$ cat src/rtl/operand_fifo_writer.sv
// Producer side of the multiplier operand FIFO: buffers {A,B} pairs and writes them to
// fifo_module under Left_Sig credit. Define OPWR_WORD_CNT_EN to add the Word_Count output.
module operand_fifo_writer #(
  parameter int unsigned DATA_W     = 8,
  parameter int unsigned FIFO_DEPTH = 4,
  parameter int unsigned BUF_DEPTH  = 2
) (
  input  logic                CLK,
  input  logic                RSTn,
  input  logic                In_Valid,
  output logic                In_Ready,
  input  logic [DATA_W-1:0]   In_A,
  input  logic [DATA_W-1:0]   In_B,
  input  logic                Flush,
  input  logic [2:0]          Left_Sig,
  output logic                Write_Req,
  output logic [2*DATA_W-1:0] FIFO_Write_Data,
  output logic                Busy
`ifdef OPWR_WORD_CNT_EN
  ,
  output logic [15:0]         Word_Count
`endif
);

  localparam int unsigned CntW = $clog2(BUF_DEPTH + 1);
  localparam int unsigned PtrW = (BUF_DEPTH > 1) ? $clog2(BUF_DEPTH) : 1;
  localparam logic [CntW-1:0] CntFull = CntW'(BUF_DEPTH);
  localparam logic [PtrW-1:0] PtrLast = PtrW'(BUF_DEPTH - 1);
  localparam logic [2:0]      LeftMax = 3'(FIFO_DEPTH);

  typedef enum logic [1:0] {StIdle, StIssue, StStall} state_e;

  logic [2*DATA_W-1:0] buf_q [BUF_DEPTH];
  logic [PtrW-1:0]     wr_ptr_q, wr_ptr_d, rd_ptr_q, rd_ptr_d;
  logic [CntW-1:0]     count_q, count_d;
  logic                write_req_q, write_req_d;
  logic [2*DATA_W-1:0] wdata_q, wdata_d;
  logic [2:0]          left_eff;
  logic                credit, accept, issue;
  state_e              state;

  function automatic logic [PtrW-1:0] ptr_inc(input logic [PtrW-1:0] p);
    return (p == PtrLast) ? '0 : p + 1'b1;
  endfunction

  always_comb begin
    // A Left_Sig beyond the FIFO depth is meaningless; never trust more credit than slots.
    left_eff = (Left_Sig > LeftMax) ? LeftMax : Left_Sig;
    // The in-flight write is charged because Left_Sig has not yet seen it.
    credit   = left_eff > {2'b00, write_req_q};

    state = StIdle;
    if (count_q != '0) begin
      state = credit ? StIssue : StStall;
    end

    In_Ready = RSTn && (count_q != CntFull) && !Flush;
    accept   = In_Valid && In_Ready;
    issue    = (state == StIssue) && !Flush;

    wr_ptr_d    = accept ? ptr_inc(wr_ptr_q) : wr_ptr_q;
    rd_ptr_d    = issue ? ptr_inc(rd_ptr_q) : rd_ptr_q;
    write_req_d = issue;
    wdata_d     = issue ? buf_q[rd_ptr_q] : wdata_q;

    unique case ({accept, issue})
      2'b10:   count_d = count_q + 1'b1;
      2'b01:   count_d = count_q - 1'b1;
      default: count_d = count_q;
    endcase

    if (Flush) begin
      count_d  = '0;
      wr_ptr_d = '0;
      rd_ptr_d = '0;
    end
  end

  always_ff @(posedge CLK or negedge RSTn) begin
    if (!RSTn) begin
      count_q     <= '0;
      wr_ptr_q    <= '0;
      rd_ptr_q    <= '0;
      write_req_q <= 1'b0;
      wdata_q     <= '0;
    end else begin
      count_q     <= count_d;
      wr_ptr_q    <= wr_ptr_d;
      rd_ptr_q    <= rd_ptr_d;
      write_req_q <= write_req_d;
      wdata_q     <= wdata_d;
    end
  end

  // Storage needs no reset: count and pointers define which entries are live.
  always_ff @(posedge CLK) begin
    if (accept) begin
      buf_q[wr_ptr_q] <= {In_A, In_B};
    end
  end

  assign Write_Req       = write_req_q;
  assign FIFO_Write_Data = wdata_q;
  assign Busy            = (count_q != '0) || write_req_q;

`ifdef OPWR_WORD_CNT_EN
  logic [15:0] word_cnt_q;

  always_ff @(posedge CLK or negedge RSTn) begin
    if (!RSTn) begin
      word_cnt_q <= '0;
    end else if (write_req_q) begin
      word_cnt_q <= word_cnt_q + 16'd1;
    end
  end

  assign Word_Count = word_cnt_q;
`endif

endmodule

$ cat config.mk
export PLATFORM = sky130hd
export DESIGN_NAME = operand_fifo_writer
export DESIGN_NICKNAME = d
export VERILOG_FILES = /design/src/rtl/operand_fifo_writer.sv
export SDC_FILE = /design/constraint.sdc
export NUM_CORES = 1
export LEC_CHECK = 0
export CELL_PAD_IN_SITES_DETAIL_PLACEMENT = 1
export CELL_PAD_IN_SITES_GLOBAL_PLACEMENT = 1
export CORE_UTILIZATION = 42
export CTS_CLUSTER_DIAMETER = 60
export CTS_CLUSTER_SIZE = 8
export DETAILED_ROUTE_END_ITERATION = 8
export PLACE_DENSITY_LB_ADDON = 0.15
export SLEW_MARGIN = 10
export SYNTH_ARGS = -nofsm -noshare
export SYNTH_HDL_FRONTEND = slang
export SYNTH_SLANG_ARGS = --single-unit
$ cat constraint.sdc
create_clock -name CLK -period 2.5 [get_ports CLK]
set_input_delay 0.375 -clock CLK [delete_from_list [all_inputs] [get_ports CLK]]
set_output_delay 0.375 -clock CLK [all_outputs]
set_load 0.005 [all_outputs]
Word level (Yosys, flattened, before mapping)

Memories as Yosys holds them, arrays and structs flattened. A register that Yosys moved wholly into a read port is not among the register bits.
Index checks and enable logic that the tools add are counted.

Bits in registers: 5
RAM bits: 32
Bits in read-only memories: 0
Memories kept: 1
Output and inout port bits: 19
Input bits: 23
Bits in latches: 0

Eq/ne operators: 4
Div/mod/pow operators: 0
Reduce and logical (&&, ||, !) cells: 11
Muxes and demuxes: 13
Shift operators: 0
Bitwise logic cells: 0
Add/sub/neg operators: 4
Multipliers: 0
Order comparisons: 2

Memories:

| memory | words | bits a word | rd ports | clocked after Yosys merged registers in | write ports | line | RTL |
|---|---|---|---|---|---|---|---|
| buf_q  | 2     | 16          | 1        | 1                                       | 1           | 33   | `logic [2*DATA_W-1:0] buf_q [BUF_DEPTH];` |

Operators with widths:

| kind                  | count |
|---|---|
| $mux W1               | 8 |
| $mux W2               | 3 |
| $reduce_bool A2 Y1    | 3 |
| $eq A2 B1 Y1 const B  | 2 |
| $logic_and A1 B1 Y1   | 4 |
| $pmux W2 S2           | 1 |
| $gt A3 B1 Y1          | 1 |
| $gt A3 B3 Y1 const B  | 1 |
| $mux W3               | 1 |
| $reduce_bool A3 Y1    | 1 |
| $add A1 B1 Y1 const B | 2 |
| $add A2 B1 Y2 const B | 1 |
| $eq A2 B2 Y1 const B  | 1 |
| $logic_not A1 Y1      | 2 |
| $ne A2 B2 Y1 const B  | 1 |
| $sub A2 B1 Y2 const B | 1 |
| $logic_or A1 B1 Y1    | 1 |

Longest topological paths before layout

Word-level depth: 10
Depth in mapped cells: 7
Mapped depth without buffers: 5

Worst setup path after synthesis

OpenSTA, ideal clock, no wires.

Path kind: input to register
Start point: input port Left_Sig[2]
End point: register wdata_q[10] (netlist: FIFO_Write_Data[10]) (read register of buf_q)
Data required time: 2.375 ns
Path slack: 0.360 ns
Library setup time: 0.125 ns
Arrival time: 2.015 ns
Stages: 7
Path buffers: 2
Cell sequence: nand2b_1 > ha_1 > or2_1 > buf_6 > a211oi_4 > buf_12 > mux2_4

Cells in the longest elaborated chain, start to end: 7

Ends and longest elaborated chain:

| item                    | line | RTL |
|---|---|---|
| start: declaration      | 15   | `input logic [2:0] Left_Sig,` |
| $gt A3 B3 Y1            | 48   | `left_eff = (Left_Sig > LeftMax) ? LeftMax : Left_Sig;` |
| $mux W3 (*)             | 48   |  |
| $gt A3 B1 Y1 (*)        | 50   | `credit = left_eff > {2'b00, write_req_q};` |
| $mux W2 (*)             | 54   | `state = credit ? StIssue : StStall;` |
| $mux W2 (*)             | 53   | `if (count_q != '0) begin` |
| $eq A2 B1 Y1 (*)        | 59   | `issue = (state == StIssue) && !Flush;` |
| $logic_and A1 B1 Y1 (*) | 59   |  |
| net issue               | 39   | `logic credit, accept, issue;` |
| end: declaration        | 37   | `logic [2*DATA_W-1:0] wdata_q, wdata_d;` |

The timed path passes the listed nets; every way through them passes the cells marked *.
A chain may end at the register's enable or synchronous reset.

Final worst setup path

Start point: input port Left_Sig[2]
End point: register wdata_q[4] (netlist: FIFO_Write_Data[4]) (read register of buf_q)

Cells in the longest elaborated chain, start to end: 7

Ends and longest elaborated chain:

| item                    | line |
|---|---|
| $gt A3 B3 Y1            | 48 |
| $mux W3 (*)             | 48 |
| $gt A3 B1 Y1 (*)        | 50 |
| $mux W2 (*)             | 54 |
| $mux W2 (*)             | 53 |
| $eq A2 B1 Y1 (*)        | 59 |
| $logic_and A1 B1 Y1 (*) | 59 |

Mark *: on every way between the ends. The rest lies on a longest branch, timed or not.

==> reports/metrics.yaml <==
gr-usage-all-layers_pct: 16.4
setup_viol: 0
area_growth_pct: 28.1
cts_tree: "built"
crit_path_end_kind: "flop"
ioPinCount: 42
synth_ff_type: "edfxtp_1"
fp.dieW_microns: 73.1
drt-wirelength-per-cell_microns: 16.5
worstRegToRegCells: 5
cts-root-buf: "clkbuf_8"
synthTopCellsByArea: "edfxtp_1, dfrtp_1, mux2_2"
layout-drive-gt1-share_pct: 28.2
hold_buffers: 0
pre_cts_slack_ns: 0.0109
ir_drop_mv: 0.376
yosysMostFrequentCell: "edfxtp_1"
arrival_ns: 2.34
clock.fmax_ghz: 0.463
post_drt_via_cell_ratio: 5.00
post-dp-hpwl_mm: 2.68
cts.clk_slew.worst_paths_ns: 0.09
die_h_microns: 73.1
port_buffers: 41
regToRegSetupSlack_ns: 0.57
tightest_slew_ns: 0.789
cts_sinks: 53
final_util_pct: 56.8
tns_ns: 0
p_leak_uw: 0.00101
status: "finished clean"
drt_first_pass_iters: 4
fill_cells: 463
worstSetupStartpointType: "input pin"
cp.required_ns: 2.68
crit_type: "input pin to flop"
grt_max_degree: 25
slew_headroom_pct: 47.4
hold_viol_final: 0
htreeDepth: 2
antenna_found_initial: 0
post_cts_resized: 0
drv_slew: 0
ys_async_sr_fraction_pct: 39.6
ys_seq_area_share_pct: 70.1
final.setup.worst_slack_ns: 0.341
synth_cell_types: 28
fin_cells: 237
worstSkewPairLatency_ns: 0.29
vias: 1185
die-area_sq_um: 5340
clockBufferDepth: 2
netlist_instances: 118
yosys.area.top_type: "edfxtp_1"
wirelength_mm: 3.92
gp_congestion: 0.717
finalCritPeriodShare_pct: 86.3
netlist.area_leader.share_pct: 45.3
cts_made_buffers: 5
timing.rr.start: "Write_Req"
yosysWarnings: 0
grt-ovfl-total: 0
fp-row-count: 25
ant_nets: 0
rsz0062_at_grt: "false"
min_path_type: "input pin to async pin"
placed_cells: 229
ys_seq_elements: 53
first_iter_violations: 66
cap_violations: 0
nNetsFinal: 193
grt_pass1_wl_mm: 6.33
drcViolationCount: 0
grt_pass1_vias: 1291
synth.avg_cell_area_sq_um: 18.0
r2r_end: "FIFO_Write_Data[4]"
synth_nets: 142
netlist_area_sq_um: 2120
layout_min_cycle_time_ns: 2.16
skew_ns: 0.00660
powerDensity_nw_per_um2: 732
crit_fanout: 8
diodes: 0
synth-edff-count: 32
start_util_pct: 44.3
post-cts-setup-buffer-count: 0
synth_common_cells: "edfxtp_1, mux2_2, dfrtp_1"
core_sq_um: 4790
==> registers in the layout (all words and copies together) (netlist names) <==
signal and count:
FIFO_Write_Data 16, Write_Req 1, buf_q 32, count_q 2
rd_ptr_q 1, wr_ptr_q 1
==> routing by layer <==
metal	part of all wire, %	wire length [microns]	up-vias	global-route usage [%]
li1	-	-	546	-
met1	43	1700	602	19.5
met2	51	2000	32	28.8
met3	4.3	170	5	4.28
met4	1.2	47	0	5.45
met5	0	0	-	0
==> worst max-delay path by stage <==
stage          cells after the start   startpoint                   to
2_1_floorplan                      7  Left_Sig[2]  FIFO_Write_Data[10]
3_3_place_gp                       7  Left_Sig[2]   FIFO_Write_Data[5]
3_5_place_dp                       7  Left_Sig[2]   FIFO_Write_Data[5]
4_1_cts                            7  Left_Sig[2]   FIFO_Write_Data[4]
5_1_grt                            3   count_q[1]             In_Ready
6_report                           7  Left_Sig[2]   FIFO_Write_Data[4]
==> power by group <==
part	internal (uW)	leakage [uW]	switching, uW	total (uW)
clock	226	0.0000455	251	477
sequential	1030	0.000549	71.0	1100
combinational	298	0.000416	115	414
==> critical path, cell delays in order <==
cell and delay, ns:
clkdlybuf4s50_1 0.42, nand2b_1 0.16, ha_1 0.26, or2_1 0.28
a211oi_4 0.26, buf_4 0.22, mux2_2 0.35
==> layout make-up <==
| type | count | area, sq um | area share, % |
|---|---|---|---|
| clock buffers | 8 | 90.1 | 3.31 |
| well taps | 67 | 83.8 | 3.08 |
| repair buffers | 48 | 463 | 17.0 |
| flip-flops and latches | 53 | 1490 | 54.7 |
| multi-input cells | 61 | 594 | 21.9 |
==> through the flow <==
stage | area, sq um | power, uW | hold slack, ns
after global routing | 2720 | 2080 | 0.482
after floorplan | 2120 | 1270 | 0.0794
after global placement | 2630 | 1520 | 0.493
after detailed placement | 2630 | 1540 | 0.505
after CTS | 2720 | 2020 | 0.471
final | 2720 | 1990 | 0.465
==> cells by family (layout without fill, tap and decap cells) <==
kind of cell / Yosys count / in the layout / share of synthesized area, %
flip-flops: 53 / 53 / 70.1
multiplexers: 33 / 33 / 19.1
AND/OR/NAND/NOR: 18 / 18 / 4.96
AO/OA/AOI/OAI: 9 / 9 / 3.36
buffers and inverters: 4 / 56 / 1.89
adder cells (fa/ha/maj): 1 / 1 / 0.590
==> cell usage in the layout, fill, tap and decap left out <==
cell type        count
nor3b_1              1
and2_1               1
and3_1               1
and4b_1              1
dfrtp_1             21
ha_1                 1
nor2_1               3
clkbuf_8             6
nand4_1              1
clkbuf_1             2
mux2_2              24
and3b_1              1
mux2_4               9
a21oi_1              3
nand2b_1             1
or3_1                2
a31o_2               1
buf_4                7
nand2_1              3
clkdlybuf4s50_1     41
a31oi_1              1
o211ai_1             1
edfxtp_1            32
nor2b_1              2
or2_1                1
o2bb2ai_1            1
o21ai_0              1
a211oi_4             1
(Power assumes the default switching activity.)
